--- src/rtl/gate_sweep_sequencer_if.sv ---
// -----------------------------------------------------------------------------
// gate_sweep_sequencer_if
//
// Purpose: bundles the control, datapath and status signals of the gate sweep
// sequencer so the sequencer and its controller connect through one port.
//
// Signals (named from the sequencer's point of view):
//   i_start      sweep request (controller -> sequencer)
//   i_gate_y     6-bit gate datapath outputs {nand,nor,xor,or,and,not}
//   o_gate_a     drive to datapath input a
//   o_gate_b     drive to datapath input b
//   o_busy       sweep in progress
//   o_done       one-cycle end-of-sweep pulse
//   o_pass       all sampled bits matched the golden table
//   o_fail_mask  per-gate mismatch flags
//   o_result     captured responses, vector v at [6v+5:6v]
//
// Modports:
//   master  controller / datapath side (drives start and gate_y)
//   slave   the sequencer itself
// -----------------------------------------------------------------------------
interface gate_sweep_sequencer_if;
  logic        i_start;
  logic [5:0]  i_gate_y;
  logic        o_gate_a;
  logic        o_gate_b;
  logic        o_busy;
  logic        o_done;
  logic        o_pass;
  logic [5:0]  o_fail_mask;
  logic [23:0] o_result;

  modport master (
    output i_start,
    output i_gate_y,
    input  o_gate_a,
    input  o_gate_b,
    input  o_busy,
    input  o_done,
    input  o_pass,
    input  o_fail_mask,
    input  o_result
  );

  modport slave (
    input  i_start,
    input  i_gate_y,
    output o_gate_a,
    output o_gate_b,
    output o_busy,
    output o_done,
    output o_pass,
    output o_fail_mask,
    output o_result
  );
endinterface

--- src/rtl/gate_sweep_sequencer.sv ---
// -----------------------------------------------------------------------------
// gate_sweep_sequencer
//
// Purpose: self-test sequencer for the two-input basic-gate datapath. On start
// it walks the four {a,b} vectors (a = vec[1], b = vec[0]), waits SETTLE
// cycles per vector, samples the six gate outputs and compares them against a
// built-in golden truth table. Reports captured responses, a per-gate fail
// mask and a pass flag.
//
// Parameters:
//   SETTLE   cycles from vector drive to sample, legal range 1..15 (default 2)
//
// Ports:
//   clk      sole clock, rising edge
//   rst_n    asynchronous active-low reset
//   i_abort  abort an in-flight sweep (only when GATE_SEQ_ABORT_EN is defined)
//   bus      gate_sweep_sequencer_if.slave (start, gate_y, gate_a/b, busy,
//            done, pass, fail_mask, result)
//
// Optional feature macro: GATE_SEQ_ABORT_EN
//   Adds i_abort. Abort in DRIVE or SAMPLE returns to IDLE on the next edge,
//   clears gate_a/b and pass, keeps the fail mask accumulated so far and
//   suppresses done. Abort wins over the final SAMPLE.
// -----------------------------------------------------------------------------
module gate_sweep_sequencer #(
  parameter int unsigned SETTLE = 2
) (
  input  logic clk,
  input  logic rst_n,
`ifdef GATE_SEQ_ABORT_EN
  input  logic i_abort,
`endif
  gate_sweep_sequencer_if.slave bus
);

  typedef enum logic [1:0] {
    S_IDLE   = 2'd0,
    S_DRIVE  = 2'd1,
    S_SAMPLE = 2'd2,
    S_DONE   = 2'd3
  } state_t;

  localparam logic [3:0] CNT_INIT = 4'(SETTLE - 1);

  state_t      r_state;
  state_t      w_state_next;
  logic [1:0]  r_vec;
  logic [3:0]  r_cnt;
  logic        r_gate_a;
  logic        r_gate_b;
  logic        r_pass;
  logic [5:0]  r_fail_mask;
  logic [23:0] r_result;

  logic        w_busy;
  logic        w_done;
  logic        w_abort;
  logic [5:0]  w_golden [4];
  logic [5:0]  w_mismatch;
  logic [5:0]  w_mask_acc;

  // Golden truth table built from the gate equations, one entry per vector.
  for (genvar gi = 0; gi < 4; gi++) begin : g_golden
    localparam logic [1:0] VEC = 2'(gi);
    assign w_golden[gi] = {~(VEC[1] & VEC[0]), ~(VEC[1] | VEC[0]),
                           VEC[1] ^ VEC[0], VEC[1] | VEC[0],
                           VEC[1] & VEC[0], ~VEC[1]};
  end

  assign w_mismatch = bus.i_gate_y ^ w_golden[r_vec];
  // Mask including the vector being sampled this cycle; used so pass can be
  // valid in the same cycle as done.
  assign w_mask_acc = r_fail_mask | w_mismatch;

`ifdef GATE_SEQ_ABORT_EN
  assign w_abort = i_abort && (r_state == S_DRIVE || r_state == S_SAMPLE);
`else
  assign w_abort = 1'b0;
`endif

  // ---------------------------------------------------------------------------
  // State register
  // ---------------------------------------------------------------------------
  always_ff @(posedge clk or negedge rst_n) begin
    if (!rst_n) begin
      r_state <= S_IDLE;
    end else begin
      r_state <= w_state_next;
    end
  end

  // ---------------------------------------------------------------------------
  // Next-state logic
  // ---------------------------------------------------------------------------
  always_comb begin
    w_state_next = r_state;
    case (r_state)
      S_IDLE: begin
        if (bus.i_start) w_state_next = S_DRIVE;
      end
      S_DRIVE: begin
        if (w_abort)             w_state_next = S_IDLE;
        else if (r_cnt == 4'd0)  w_state_next = S_SAMPLE;
      end
      S_SAMPLE: begin
        if (w_abort)             w_state_next = S_IDLE;
        else if (r_vec == 2'd3)  w_state_next = S_DONE;
        else                     w_state_next = S_DRIVE;
      end
      S_DONE: begin
        w_state_next = S_IDLE;
      end
      default: begin
        w_state_next = S_IDLE;
      end
    endcase
  end

  // ---------------------------------------------------------------------------
  // Output decode
  // ---------------------------------------------------------------------------
  always_comb begin
    w_busy = 1'b0;
    w_done = 1'b0;
    case (r_state)
      S_DRIVE, S_SAMPLE: w_busy = 1'b1;
      S_DONE:            w_done = 1'b1;
      default: begin
        w_busy = 1'b0;
        w_done = 1'b0;
      end
    endcase
  end

  // ---------------------------------------------------------------------------
  // Datapath registers: vector index, settle counter, drives and results
  // ---------------------------------------------------------------------------
  always_ff @(posedge clk or negedge rst_n) begin
    if (!rst_n) begin
      r_vec       <= 2'd0;
      r_cnt       <= 4'd0;
      r_gate_a    <= 1'b0;
      r_gate_b    <= 1'b0;
      r_pass      <= 1'b0;
      r_fail_mask <= 6'd0;
      r_result    <= 24'd0;
    end else begin
      case (r_state)
        S_IDLE: begin
          if (bus.i_start) begin
            r_vec       <= 2'd0;
            r_cnt       <= CNT_INIT;
            r_gate_a    <= 1'b0;
            r_gate_b    <= 1'b0;
            r_pass      <= 1'b0;
            r_fail_mask <= 6'd0;
            r_result    <= 24'd0;
          end
        end
        S_DRIVE: begin
          if (w_abort) begin
            r_gate_a <= 1'b0;
            r_gate_b <= 1'b0;
            r_pass   <= 1'b0;
          end else if (r_cnt != 4'd0) begin
            r_cnt <= r_cnt - 4'd1;
          end
        end
        S_SAMPLE: begin
          if (w_abort) begin
            // Aborted sample is discarded; earlier mismatches are kept.
            r_gate_a <= 1'b0;
            r_gate_b <= 1'b0;
            r_pass   <= 1'b0;
          end else begin
            for (int i = 0; i < 4; i++) begin
              if (r_vec == 2'(i)) r_result[6*i +: 6] <= bus.i_gate_y;
            end
            r_fail_mask <= w_mask_acc;
            if (r_vec == 2'd3) begin
              r_pass <= (w_mask_acc == 6'd0);
            end else begin
              r_vec                <= r_vec + 2'd1;
              {r_gate_a, r_gate_b} <= r_vec + 2'd1;
              r_cnt                <= CNT_INIT;
            end
          end
        end
        default: begin
          // DONE: results and drives hold.
        end
      endcase
    end
  end

  assign bus.o_gate_a    = r_gate_a;
  assign bus.o_gate_b    = r_gate_b;
  assign bus.o_busy      = w_busy;
  assign bus.o_done      = w_done;
  assign bus.o_pass      = r_pass;
  assign bus.o_fail_mask = r_fail_mask;
  assign bus.o_result    = r_result;

endmodule
--- src/flat_wrapper.sv ---
// flat-port wrapper written by rule: the top's interface ports become plain ports
module gate_sweep_sequencer_flat 
#(
  parameter int unsigned SETTLE = 2
)
  (clk, rst_n, bus_i_start, bus_i_gate_y, bus_o_gate_a, bus_o_gate_b, bus_o_busy, bus_o_done, bus_o_pass, bus_o_fail_mask, bus_o_result);
  gate_sweep_sequencer_if bus_i ();
  input  logic clk;
  input  logic rst_n;
  input wire logic [$bits(bus_i.i_start)-1:0] bus_i_start;
  input wire logic [$bits(bus_i.i_gate_y)-1:0] bus_i_gate_y;
  output wire logic [$bits(bus_i.o_gate_a)-1:0] bus_o_gate_a;
  output wire logic [$bits(bus_i.o_gate_b)-1:0] bus_o_gate_b;
  output wire logic [$bits(bus_i.o_busy)-1:0] bus_o_busy;
  output wire logic [$bits(bus_i.o_done)-1:0] bus_o_done;
  output wire logic [$bits(bus_i.o_pass)-1:0] bus_o_pass;
  output wire logic [$bits(bus_i.o_fail_mask)-1:0] bus_o_fail_mask;
  output wire logic [$bits(bus_i.o_result)-1:0] bus_o_result;
  assign bus_i.i_start = bus_i_start;
  assign bus_i.i_gate_y = bus_i_gate_y;
  assign bus_o_gate_a = bus_i.o_gate_a;
  assign bus_o_gate_b = bus_i.o_gate_b;
  assign bus_o_busy = bus_i.o_busy;
  assign bus_o_done = bus_i.o_done;
  assign bus_o_pass = bus_i.o_pass;
  assign bus_o_fail_mask = bus_i.o_fail_mask;
  assign bus_o_result = bus_i.o_result;
  gate_sweep_sequencer #(.SETTLE(SETTLE)) u_core (.clk(clk), .rst_n(rst_n), .bus(bus_i));
endmodule
--- config.mk ---
export PLATFORM = sky130hd
export DESIGN_NAME = gate_sweep_sequencer_flat
export DESIGN_NICKNAME = d
export VERILOG_FILES = /design/src/rtl/gate_sweep_sequencer_if.sv /design/src/rtl/gate_sweep_sequencer.sv /design/src/flat_wrapper.sv
export SDC_FILE = /design/constraint.sdc
export NUM_CORES = 1
export LEC_CHECK = 0
export CORE_MARGIN = 2
export CORE_UTILIZATION = 45
export DETAILED_ROUTE_END_ITERATION = 6
export PLACE_DENSITY = 0.75
export SLEW_MARGIN = 30
export SYNTH_ARGS = -nofsm -noshare
export SYNTH_HDL_FRONTEND = slang
export SYNTH_SLANG_ARGS = --single-unit
--- constraint.sdc ---
create_clock -name clk -period 2 [get_ports clk]
set_clock_uncertainty 0.15 [all_clocks]
set_input_delay 0.3 -clock clk [delete_from_list [all_inputs] [get_ports clk]]
set_output_delay 0.3 -clock clk [all_outputs]
set_load 0.03 [all_outputs]
# After elaboration in Yosys (flattened, before gate mapping)

Index checks and enable logic that the tools add are counted.
W data, S select, Z words.

Register bits after elaboration: 41
Input bits: 9

$add $sub $neg: 2
$lt $le $gt $ge: 1
Equality and inequality tests: 14
Mux-type cells: 31
Bitwise gates (word level): 3
Reductions and logical operators: 16

Operators by type and width:

| kind                 | count |
|---|---|
| $pmux W24 S2         | 1 |
| $mux W6              | 7 |
| $mux W24             | 1 |
| $reduce_and A3 Y1    | 5 |
| $bmux W6 S2          | 1 |
| $mux W4              | 3 |
| $ne A2 B1 Y1 const B | 6 |
| $pmux W4 S3          | 1 |
| $pmux W6 S2          | 1 |
| $mux W2              | 5 |
| $eq A2 B2 Y1 const B | 4 |
| $pmux W2 S4          | 1 |
| $logic_not A6 Y1     | 1 |
| $mux W1              | 6 |
| $or A6 B6 Y6         | 1 |
| $pmux W1 S2          | 3 |
| $xor A6 B6 Y6        | 1 |
| $eq A2 B1 Y1 const B | 2 |
| $logic_not A2 Y1     | 2 |
| $logic_not A4 Y1     | 1 |
| $ne A2 B2 Y1 const B | 2 |
| $pmux W2 S2          | 1 |
| $reduce_and A2 Y1    | 2 |
| $reduce_and A4 Y1    | 1 |
| other kinds (8)      | 8 |

# Logic depth before layout (Yosys ltp)

Word-level depth: 9
Mapped depth: 6
Mapped depth without buffers: 5

# Worst setup path before layout

OpenSTA, ideal clock, no wires.

Path type: reg2reg
Start: register u_core.r_vec[1]
End: register u_core.r_result[18], in the netlist u_core.bus.o_result[18]
Arrival time: 1653 ps
Required time: 1725 ps
Setup slack: 73 ps
Cell stages (with the launch flop): 6
Period minus slack after synthesis: 1927 ps
Cells stage by stage: dfrtp_1 > ha_1 > clkbuf_1 > nor2b_1 > nor2_4 > mux2_2

Longest elaborated chain between the ends: 3

RTL lines:

| what                          | RTL line                    | text |
|---|---|---|
| start, declared               | gate_sweep_sequencer.sv:47  | `logic [1:0] r_vec;` |
| start signal, assigned        | gate_sweep_sequencer.sv:183 | `r_vec <= r_vec + 2'd1;` |
| $eq A2 B2 Y1                  | gate_sweep_sequencer.sv:177 | `if (r_vec == 2'(i)) r_result[6*i +: 6] <= bus.i_gate_y;` |
| $ne A2 B1 Y1 (no line)        | --                          |  |
| $reduce_and A3 Y1 (no line)   | --                          |  |
| end signal, assigned by index | gate_sweep_sequencer.sv:177 |  |
| end, declared                 | gate_sweep_sequencer.sv:53  | `logic [23:0] r_result;` |

No other way between the ends.
A chain may end at the register's enable or synchronous reset.

# Final worst setup path

Start: register u_core.r_state[1]
End: output port bus_o_busy

Longest elaborated chain between the ends: 3
Elaborated cells on any way between the ends: 4
Classes of those cells: eq/ne: 2; mux: 1; reduce/logical: 1

RTL lines:

| what                                                | RTL line                    | text |
|---|---|---|
| start, declared                                     | gate_sweep_sequencer.sv:45  | `state_t r_state;` |
| start signal, assigned                              | gate_sweep_sequencer.sv:88  | `r_state <= w_state_next;` |
| $eq A2 B1 Y1 / $eq A2 B2 Y1 (equally long branches) | gate_sweep_sequencer.sv:125 | `case (r_state)` |
| $reduce_or A2 Y1 *                                  | gate_sweep_sequencer.sv:125 |  |
| $mux W1 *                                           | gate_sweep_sequencer.sv:125 |  |
| end, declared                                       | flat_wrapper.sv:14          | `output wire logic [$bits(bus_i.o_busy)-1:0] bus_o_busy;` |

Every way passes the cells marked *; elsewhere a longest branch is shown, timed or not.

==> impl_results.md <==
- Final routed wirelength across all metal layers: ~4300 um
- Clock Root Buffer: sky130_fd_sc_hd__clkbuf_8
- Overall power after layout: 4.04 mW
- Cell count after synthesis: between 150 and 200
- TritonCTS clock tree: yes
- Endpoint arrival time on the critical path: roughly 1.5 ns
- Fraction of layout instances using a drive strength above 1: around 23%
- Number of levels the H-tree was split into: 2
- Average wire per standard cell: 15.6 um
- Global-route wire length before repair: 7150 um
- Commonest register cell after synthesis: sky130_fd_sc_hd__dfrtp_1
- Fill cell total of the finished layout: 358
- Type of element capturing the critical path: output port
- Nets: 244
- Post-Place Setup Slack: 0.0672 ns
- Max Clock Freq: ~520 MHz
- Element type at the critical path start: register
- Final-report setup violation count: 0
- GRT Overall Usage: a little under a fifth
- Number of enable flip-flop cells after synthesis: 0
- Reg area: 976 sq um
- Placeable core region: 0.00432 sq mm
- Highest-delay cell along the critical path: sky130_fd_sc_hd__dfrtp_1
- Clock buffers created by TritonCTS: 5
- Synthesized flop and latch total: 39
- Unique masters post-synth: 39
- Die height: between 70 and 80 um
- Worst vdd rail ir drop: approximately 690 uV
- Final count of hold timing violations: 0
- Initial cell density of the core: about 47%
- Slew @ Worst Pin: 0.400 ns
- Leakage dissipation: 1.22 nW
- Die Wd: slightly above 70 um
- Fraction of registers with async set/reset: between 90% and 100%
- Antenna Nets Post-Route: 0
- Via count normalized by instance count: 5.30
- Clock latency reported for the late side of the worst-skew pair: slightly below 0.3 ns
- Clock transition at the registers of the reported paths: ~0.080 ns
- Reported max-cap violation count: 0
- Pin count of the biggest net entering global routing: 16
- Result of the run: finished, final reports clean
- Final routed DRC violation total: 0
- Fin crit share: 95.8%
- Setup CP Type: reg -> out
- Number of vias in the routed layout: 1462
- Final Max Slew Viols: 0
- Worst path cell trace: inv_1, ha_1, dlygate4sd2_1
- Req. time, crit path: about 1.6 ns
- Per-instance average area after synthesis: roughly 12 sq um
- Number of buffers added on ports: 43
- Critical Path Fanout Max: 4
- Drt initial violations: 93
- Total inserted antenna cells: 0
- DR pass1 iterations: 4
- P&R area growth vs syn: 31.5%
- Dpl hpwl: roughly 3200 um
- Aggregate global routing overflow: 0
- Number of top-level pins: 44
- # Post-CTS Setup Buffers: 0
- Unrepaired setup endpoints after global routing: yes
- Floorplan row count: 24
- Maximum clock path buffer count: 2
- Die ar.: around 0.0050 sq mm
- Number of antenna violations at the first check in global routing: 0
- Synthesized cell area: between 0.002 and 0.0025 sq mm
- Synthesized netlist net count: between 150 and 200
- Delay contributed by the slowest stage of the critical path: 0.40 ns
- Footprint of the multi-input gates: 976 sq um
- Fin crit period: 1.92 ns
- Number of warning messages in the yosys log: 0
- Headroom to the max-slew limit: about 73%
- Vias in the first global route: roughly 1400
- Pwr per Cell Area: ~1500 mW/mm^2
- Min-Delay Path Class: in -> async
- Final Worst Setup Slack: ~0.085 ns
- Global placement routability congestion: approximately 0.82
- CTS Sinks: 39
- Final core utilization: about three fifths
- Portion of the post-synthesis area used by sequential elements: between 40% and 50%
-- worst paths after layout --
check / cells past startpoint / slack [ns] / to / from
max: 3 / 0.08 / bus_o_busy / u_core.r_state[1]
min: 2 / 0.28 / u_core.bus.o_fail_mask[3] / rst_n
max reg2reg: 5 / 0.10 / u_core.bus.o_result[21] / u_core.r_state[0]
min reg2reg: 1 / 0.36 / u_core.bus.o_result[21] / u_core.bus.o_result[21]
max in group asynchronous: 3 / 0.91 / u_core.bus.o_result[23] / rst_n
min in group clk: 1 / 0.36 / u_core.bus.o_result[21] / u_core.bus.o_result[21]
-- where the power goes --
| group | internal [mW] | leakage, nW | total (mW) | switching [mW] |
|---|---|---|---|---|
| clock network | 0.231 | 0.0361 | 0.503 | 0.271 |
| registers | 1.00 | 0.518 | 1.17 | 0.165 |
| logic | 1.07 | 0.663 | 2.37 | 1.30 |
-- worst max-delay path: cells and delay by family, from the launching register on --
family / cells / cell delay, ns
fa+ha+maj: 1 / 0.28
buf+inv: 2 / 0.48
flops: 1 / 0.40
-- sequential cells by signal (all words and copies together) (netlist names) --
register / cells
u_core.r_vec: 2
u_core.r_state: 2
u_core.r_cnt: 4
u_core.bus.o_pass: 1
u_core.bus.o_fail_mask: 6
u_core.bus.o_result: 24
-- repair_timing --
item                                   4_1_cts  5_1_grt
hold buffers                                 1        0
resized for setup                            2        2
setup endpoints to repair                    2       26
endpoints found under the hold margin       13        0
cloned                                       0        0
-- cells by family after synthesis --
family / synth area share (%)
AOI/OAI and AO/OA: 12.2
xor gates and xnor gates: 2.61
adders and majority gates: 6.21
buffers and inverters: 3.23
DFF: 48.4
muxes: 15.0
and+or+nand+nor: 12.2
-- layer usage --
metal	share of wire (%)	vias up	wire length (um)	track usage, %
li1	-	700	-	-
met1	46	718	1990	24.4
met2	46	37	1980	28.5
met3	6.3	7	272	6.70
met4	1.5	0	65	6.29
met5	0	-	0	0
-- per-stage QoR --
stage / area, sq um / hold WS, ns / instances / setup TNS (ns)
floorplan: 2010 / -0.146 / 168 / 0
global placement: 2560 / 0.0751 / 269 / 0
detailed placement: 2560 / 0.0756 / 269 / 0
finish: 2650 / 0.283 / 276 / 0
global route: 2650 / 0.301 / 276 / -0.0390
CTS: 2640 / 0.289 / 276 / 0
-- cell usage after synthesis, types with 2 or more instances --
cell type                   n  share of area, %
sky130_fd_sc_hd__a211oi_1   2              0.75
sky130_fd_sc_hd__a21oi_1   14               3.5
sky130_fd_sc_hd__a21oi_4    3               2.4
sky130_fd_sc_hd__a22o_1     3               1.3
sky130_fd_sc_hd__and2_1     7               2.2
sky130_fd_sc_hd__clkbuf_1   3              0.56
sky130_fd_sc_hd__dfrtp_1   39                48
sky130_fd_sc_hd__ha_1      10               6.2
sky130_fd_sc_hd__inv_1     10               1.9
sky130_fd_sc_hd__mux2_2    24                13
sky130_fd_sc_hd__nand2_1    4              0.75
sky130_fd_sc_hd__nand2b_1   3              0.93
sky130_fd_sc_hd__nor2_1     8               1.5
sky130_fd_sc_hd__nor2b_1    3              0.93
sky130_fd_sc_hd__nor3_1     3              0.75
sky130_fd_sc_hd__o211ai_1   2              0.75
sky130_fd_sc_hd__o21ai_0    3              0.75
sky130_fd_sc_hd__o21ba_2    2              0.99
sky130_fd_sc_hd__xnor2_1    3               1.3
sky130_fd_sc_hd__xor2_1     3               1.3
-- cell usage in the layout, fill, tap and decap left out, types with 4 or more instances in the layout --
master | netlist | layout
sky130_fd_sc_hd__clkdlybuf4s50_1 | 0 | 39
sky130_fd_sc_hd__dfrtp_1 | 39 | 39
sky130_fd_sc_hd__ha_1 | 10 | 9
sky130_fd_sc_hd__and2_1 | 7 | 7
sky130_fd_sc_hd__nor2_1 | 8 | 8
sky130_fd_sc_hd__mux2_2 | 24 | 24
sky130_fd_sc_hd__clkbuf_8 | 0 | 5
sky130_fd_sc_hd__inv_1 | 10 | 10
sky130_fd_sc_hd__a21oi_1 | 14 | 14
sky130_fd_sc_hd__buf_4 | 0 | 11
sky130_fd_sc_hd__nand2_1 | 4 | 4
-- final cells by class --
| type | instances | area share [%] |
|---|---|---|
| clock inverter | 1 | 0.283 |
| clock buffer | 5 | 2.60 |
| multi-input combinational | 114 | 36.8 |
| sequential | 39 | 36.8 |
| timing repair buffer | 55 | 19.6 |
| inverter | 10 | 1.42 |
| tap | 52 | 2.46 |
Power figures use the tool's default switching activity.
